===== config.mk =====
export PLATFORM = sky130hd
export DESIGN_NAME = z80_bus_sync
export DESIGN_NICKNAME = d
export VERILOG_FILES = /design/src/rtl/z80_bus_sync.sv
export SDC_FILE = /design/constraint.sdc
export NUM_CORES = 1
export LEC_CHECK = 0
export ABC_AREA = 1
export CORE_MARGIN = 4
export CORE_UTILIZATION = 50
export CTS_BUF_LIST = sky130_fd_sc_hd__clkbuf_4 sky130_fd_sc_hd__clkbuf_8
export DETAILED_ROUTE_END_ITERATION = 7
export GPL_TIMING_DRIVEN = 1
export PLACE_DENSITY = 0.76
export SLEW_MARGIN = 30
export SYNTH_ARGS = -nofsm -noshare
export SYNTH_HDL_FRONTEND = slang
export SYNTH_SLANG_ARGS = --single-unit

===== constraint.sdc =====
create_clock -name clk -period 7.1 [get_ports clk]
set_clock_uncertainty 0.15 [all_clocks]
set_input_delay 1.42 -clock clk [delete_from_list [all_inputs] [get_ports clk]]
set_output_delay 1.42 -clock clk [all_outputs]
set_load 0.01 [all_outputs]

===== src/rtl/z80_bus_sync.sv =====
// z80_bus_sync: brings the asynchronous Z80 strobes, address and data into the
// clk domain, rejects strobe glitches shorter than FILTER_CYCLES samples and
// emits clean, registered write/read transaction events for the mailbox.
module z80_bus_sync #(
  parameter int SYNC_STAGES   = 2,
  parameter int FILTER_CYCLES = 3
) (
  input  logic       clk,
  input  logic       reset,
  input  logic       z80_write_strobe_b,
  input  logic       z80_read_strobe_b,
  input  logic [7:0] z80_address_bus,
  input  logic [7:0] z80_data_bus_in,
  output logic       wr_pulse,
  output logic [7:0] wr_addr,
  output logic [7:0] wr_data,
  output logic       rd_start,
  output logic       rd_active,
  output logic       rd_end,
  output logic [7:0] rd_addr,
  output logic       bus_error,
  output logic [7:0] glitch_count
);

  localparam logic [3:0] FILT = 4'(FILTER_CYCLES);

  typedef enum logic [2:0] {
    IDLE    = 3'd0,
    WR_QUAL = 3'd1,
    WR_ACT  = 3'd2,
    RD_QUAL = 3'd3,
    RD_ACT  = 3'd4,
    ERR     = 3'd5
  } state_t;

  // Saturating increment for the glitch counter (sticks at 255).
  function automatic logic [7:0] sat_inc(input logic [7:0] v);
    logic [7:0] r;
    if (v == 8'hFF) begin
      r = 8'hFF;
    end else begin
      r = v + 8'd1;
    end
    return r;
  endfunction

  // Synchroniser chains; index SYNC_STAGES-1 is the oldest (safe) sample.
  logic [SYNC_STAGES-1:0]      wr_sync_r;
  logic [SYNC_STAGES-1:0]      rd_sync_r;
  logic [SYNC_STAGES-1:0][7:0] addr_sync_r;
  logic [SYNC_STAGES-1:0][7:0] data_sync_r;

  logic       wr_s;
  logic       rd_s;
  logic [7:0] addr_s;
  logic [7:0] data_s;

  // FSM state and registered outputs.
  state_t     state_r;
  logic [3:0] cnt_r;
  logic       wr_pulse_r;
  logic [7:0] wr_addr_r;
  logic [7:0] wr_data_r;
  logic       rd_start_r;
  logic       rd_active_r;
  logic       rd_end_r;
  logic [7:0] rd_addr_r;
  logic       bus_error_r;
  logic [7:0] glitch_r;

  // Next-state values computed combinationally.
  state_t     state_next;
  logic [3:0] cnt_next;
  logic       wr_pulse_next;
  logic [7:0] wr_addr_next;
  logic [7:0] wr_data_next;
  logic       rd_start_next;
  logic       rd_active_next;
  logic       rd_end_next;
  logic [7:0] rd_addr_next;
  logic       bus_error_next;
  logic [7:0] glitch_next;
  logic [3:0] cnt_inc;

  assign wr_s   = wr_sync_r[SYNC_STAGES-1];
  assign rd_s   = rd_sync_r[SYNC_STAGES-1];
  assign addr_s = addr_sync_r[SYNC_STAGES-1];
  assign data_s = data_sync_r[SYNC_STAGES-1];

  assign cnt_inc = cnt_r + 4'd1;

  // Shift the asynchronous bus inputs through the synchroniser flops.
  always_ff @(posedge clk or posedge reset) begin
    if (reset) begin
      wr_sync_r   <= '1;
      rd_sync_r   <= '1;
      addr_sync_r <= '0;
      data_sync_r <= '0;
    end else begin
      wr_sync_r   <= {wr_sync_r[SYNC_STAGES-2:0], z80_write_strobe_b};
      rd_sync_r   <= {rd_sync_r[SYNC_STAGES-2:0], z80_read_strobe_b};
      addr_sync_r <= {addr_sync_r[SYNC_STAGES-2:0], z80_address_bus};
      data_sync_r <= {data_sync_r[SYNC_STAGES-2:0], z80_data_bus_in};
    end
  end

  // State register and registered transaction outputs.
  always_ff @(posedge clk or posedge reset) begin
    if (reset) begin
      state_r     <= IDLE;
      cnt_r       <= 4'd0;
      wr_pulse_r  <= 1'b0;
      wr_addr_r   <= 8'd0;
      wr_data_r   <= 8'd0;
      rd_start_r  <= 1'b0;
      rd_active_r <= 1'b0;
      rd_end_r    <= 1'b0;
      rd_addr_r   <= 8'd0;
      bus_error_r <= 1'b0;
      glitch_r    <= 8'd0;
    end else begin
      state_r     <= state_next;
      cnt_r       <= cnt_next;
      wr_pulse_r  <= wr_pulse_next;
      wr_addr_r   <= wr_addr_next;
      wr_data_r   <= wr_data_next;
      rd_start_r  <= rd_start_next;
      rd_active_r <= rd_active_next;
      rd_end_r    <= rd_end_next;
      rd_addr_r   <= rd_addr_next;
      bus_error_r <= bus_error_next;
      glitch_r    <= glitch_next;
    end
  end

  // Qualification FSM: filter strobes, latch address/data, generate events.
  always_comb begin
    state_next     = state_r;
    cnt_next       = cnt_r;
    wr_pulse_next  = 1'b0;
    wr_addr_next   = wr_addr_r;
    wr_data_next   = wr_data_r;
    rd_start_next  = 1'b0;
    rd_active_next = rd_active_r;
    rd_end_next    = 1'b0;
    rd_addr_next   = rd_addr_r;
    bus_error_next = 1'b0;
    glitch_next    = glitch_r;

    case (state_r)
      IDLE: begin
        if (!wr_s && !rd_s) begin
          state_next     = ERR;
          cnt_next       = 4'd0;
          bus_error_next = 1'b1;
        end else if (!wr_s) begin
          cnt_next = 4'd1;
          if (FILT == 4'd1) begin
            state_next   = WR_ACT;
            wr_addr_next = addr_s;
            wr_data_next = data_s;
          end else begin
            state_next = WR_QUAL;
          end
        end else if (!rd_s) begin
          cnt_next = 4'd1;
          if (FILT == 4'd1) begin
            state_next     = RD_ACT;
            rd_addr_next   = addr_s;
            rd_start_next  = 1'b1;
            rd_active_next = 1'b1;
          end else begin
            state_next = RD_QUAL;
          end
        end else begin
          cnt_next = 4'd0;
        end
      end

      WR_QUAL: begin
        if (!wr_s && !rd_s) begin
          state_next     = ERR;
          cnt_next       = 4'd0;
          bus_error_next = 1'b1;
        end else if (!wr_s) begin
          cnt_next = cnt_inc;
          if (cnt_inc == FILT) begin
            // Strobe accepted: the data sample at this edge already counts.
            state_next   = WR_ACT;
            wr_addr_next = addr_s;
            wr_data_next = data_s;
          end else begin
            state_next = WR_QUAL;
          end
        end else begin
          state_next  = IDLE;
          cnt_next    = 4'd0;
          glitch_next = sat_inc(glitch_r);
        end
      end

      WR_ACT: begin
        if (!wr_s && !rd_s) begin
          state_next     = ERR;
          cnt_next       = 4'd0;
          bus_error_next = 1'b1;
        end else if (!wr_s) begin
          wr_data_next = data_s;
        end else begin
          state_next    = IDLE;
          cnt_next      = 4'd0;
          wr_pulse_next = 1'b1;
        end
      end

      RD_QUAL: begin
        if (!wr_s && !rd_s) begin
          state_next     = ERR;
          cnt_next       = 4'd0;
          bus_error_next = 1'b1;
        end else if (!rd_s) begin
          cnt_next = cnt_inc;
          if (cnt_inc == FILT) begin
            state_next     = RD_ACT;
            rd_addr_next   = addr_s;
            rd_start_next  = 1'b1;
            rd_active_next = 1'b1;
          end else begin
            state_next = RD_QUAL;
          end
        end else begin
          state_next  = IDLE;
          cnt_next    = 4'd0;
          glitch_next = sat_inc(glitch_r);
        end
      end

      RD_ACT: begin
        if (!wr_s && !rd_s) begin
          state_next     = ERR;
          cnt_next       = 4'd0;
          bus_error_next = 1'b1;
          rd_active_next = 1'b0;
        end else if (!rd_s) begin
          rd_active_next = 1'b1;
        end else begin
          state_next     = IDLE;
          cnt_next       = 4'd0;
          rd_active_next = 1'b0;
          rd_end_next    = 1'b1;
        end
      end

      ERR: begin
        if (wr_s && rd_s) begin
          state_next = IDLE;
        end else begin
          state_next = ERR;
        end
      end

      default: begin
        state_next     = IDLE;
        cnt_next       = 4'd0;
        rd_active_next = 1'b0;
      end
    endcase
  end

  assign wr_pulse     = wr_pulse_r;
  assign wr_addr      = wr_addr_r;
  assign wr_data      = wr_data_r;
  assign rd_start     = rd_start_r;
  assign rd_active    = rd_active_r;
  assign rd_end       = rd_end_r;
  assign rd_addr      = rd_addr_r;
  assign bus_error    = bus_error_r;
  assign glitch_count = glitch_r;

endmodule


==> qor.csv <==
metric,value,unit
holdWs,197,ps
worstMarginPinSlew,770,ps
fin_setup_tns,0,ps
ctsResizeCount,0,
reg2reg_from,wr_sync_r[1],
hpwl,4260,µm
cts_root_buf,clkbuf_8,
hold_depth,0,
grt_pass1_wl,10500,µm
synth_top_area_cell,dfrtp_1,
start_util,0.526,
rsz0062_at_grt,no,
maxCapViolCount,0,
powerDensity,342,mW/mm²
cts_tree,done,
finalSetupViolations,0,
max-vdd-ir-drop,0.248,mV
crit_chain,clkdlybuf4s50_1,
slew_headroom,0.484,
max-clock-path-buffers,2,
worst-path-buf-inv,1,
combPwrFrac,0.299,
critPathMaxStageDelay,570,ps
cts_made_buffers,9,
layout.cells.most_common,nand2_1,
syn_nets,351,
clkSinkCount,80,
vias,2338,
viasPerCell,5.00,
crit_type,reg -> out,
hold_class,reg -> reg,
dr.pass1.iters,4,
gp_congestion,0.945,
slowest_stage,clkdlybuf4s50_1,
first_global_vias,2334,
pwr-share-clk,0.267,
syn_area,0.00319,mm²
n_antenna_cell,0,
final_cell_mix,"92 x nand2_1, 76 x dfrtp_1, 56 x clkdlybuf4s50_1",
yosys-top-cells-area,"dfrtp_1 60%, nand2_1 11%, inv_1 4.0%, nand3_1 3.8%, o21ai_0 3.8%",
min-delay-start,rd_sync_r[0],
switching_share,0.331,
worst_ep_arrival_time,1360,ps
ios,57,
overflow,0,
hold_buffers,0,
routedWlPerCell,12.9,µm
grtUsageTotal,0.176,
seqPwrFrac,0.434,
crit_family,buffers and inverters,
antenna_left,0,
timing_hold_violations_final,0,
final_nets,415,
fin_crit_sh,0.412,
core_area,0.00606,mm²
drive_gt1_frac,0.0916,
wl,6040,µm
rows,28,
end_kind,primary output,
clkLatencyLatePin,350,ps
nFillCells,473,
clk_pin_slew,80,ps
port-buffer-count,56,
r2r-end,glitch_count[3],
r2r_cells,8,
synth.yosys.seq_area_share,0.630,
fin_crit,2930,ps
p_int,0.000928,W
synth_top_cell_area_share,0.597,
syn_avg_cell_area,9.84,µm²
cp_max_fo,5,
synthCells,324,
finalMaxSlewViolations,0,
min_to,rd_sync_r[1],
drt_iter0_drc,84,
run_status,finished clean,
fp.dieArea,0.00772,mm²
clock.fmax,342,MHz
syn_to_final_growth,27.1,%
yosys_warnings,0,
grt_max_degree,81,
post-route-drc-count,0,
p_sw,0.000459,W
post_cts_buffers,0,
r2r_slack,4460,ps
die_height,87.9,µm
cts_max_level,3,
final_core_util,0.669,
dieWidth,87.9,µm
synth-seq-cells,80,
p_leak,1.95,nW
cp-start-kind,flip-flop,
antenna_found_initial,0,
synth.distinct_cells,27,
required,5530,ps
-- cell type report --
class	count	area (µm²)	area share
Timing Repair Buffer	57	572	0.141
Tap cell	75	93.8	0.0232
Inverter	37	140	0.0346
Multi-Input combinational cell	203	1010	0.250
Clock buffer	9	124	0.0306
Sequential cell	80	2010	0.495
Clock inverter	7	101	0.0250
-- state kept, by name, indices dropped and copies added, names as in the netlist, 3 cells and up --
name          flops
addr_s            8
addr_sync_r       8
cnt_r             4
data_s            8
data_sync_r       8
glitch_count      8
rd_addr           8
state_r           3
wr_addr           8
wr_data           8
-- how the worst max path moves through the flow --
stage	start	to	slack, ps	cells past startpoint
5_1_grt	glitch_count[2]	glitch_count[2]	4090	1
4_1_cts	glitch_count[2]	glitch_count[2]	4150	1
2_1_floorplan	reset	addr_s[0]	3480	1
6_report	glitch_count[2]	glitch_count[2]	4170	1
3_3_place_gp	reset	rd_active	4240	3
3_5_place_dp	reset	wr_addr[7]	4210	3
-- logic make-up after synthesis --
logic type               count (synthesis)  synth area share
AO/OA/AOI/OAI                           40            0.0699
XOR/XNOR                                 2           0.00550
adder cells (fa/ha/maj)                  7            0.0275
buffers and inverters                   41            0.0522
flip-flops                              80             0.630
AND/OR/NAND/NOR                        154             0.215
-- per-stage QoR --
step           cells  total power, W  instance area, µm²  setup slack [ps]
2_1_floorplan    324        0.000842                3190              3480
3_3_place_gp     452         0.00102                3820              4240
3_5_place_dp     452         0.00103                3820              4210
4_1_cts          468         0.00140                4050              4150
5_1_grt          468         0.00148                4050              4090
6_report         468         0.00139                4050              4170
-- routing by layer --
metal  track usage  vias to the layer above  wire length [µm]
met5             0                        -                 0
met4        0.0837                        0                95
met3        0.0452                        9               320
met2         0.277                       62              2910
met1         0.230                     1108              2720
li1              -                     1159                 -
-- cells in the mapped netlist (all sizes together) --
cell type   n
a21boi      1
a21oi       5
buf         3
clkbuf      1
dfrtp      76
dfstp       4
ha          7
inv        37
nand2      96
nand3      24
nand4       3
nor2       25
nor3        6
o211ai      2
o21ai      30
o21bai      1
o22ai       1
xor2        2
-- power groups by stage --
stage | Combinational (W) | Sequential [W] | Clock (W)
after CTS | 0.000420 | 0.000602 | 0.000379
after floorplan | 0.000213 | 0.000628 | 0
after global routing | 0.000467 | 0.000616 | 0.000399
after detailed placement | 0.000417 | 0.000610 | 0
final | 0.000415 | 0.000602 | 0.000371
after global placement | 0.000410 | 0.000606 | 0
(Power assumes the default switching activity.)
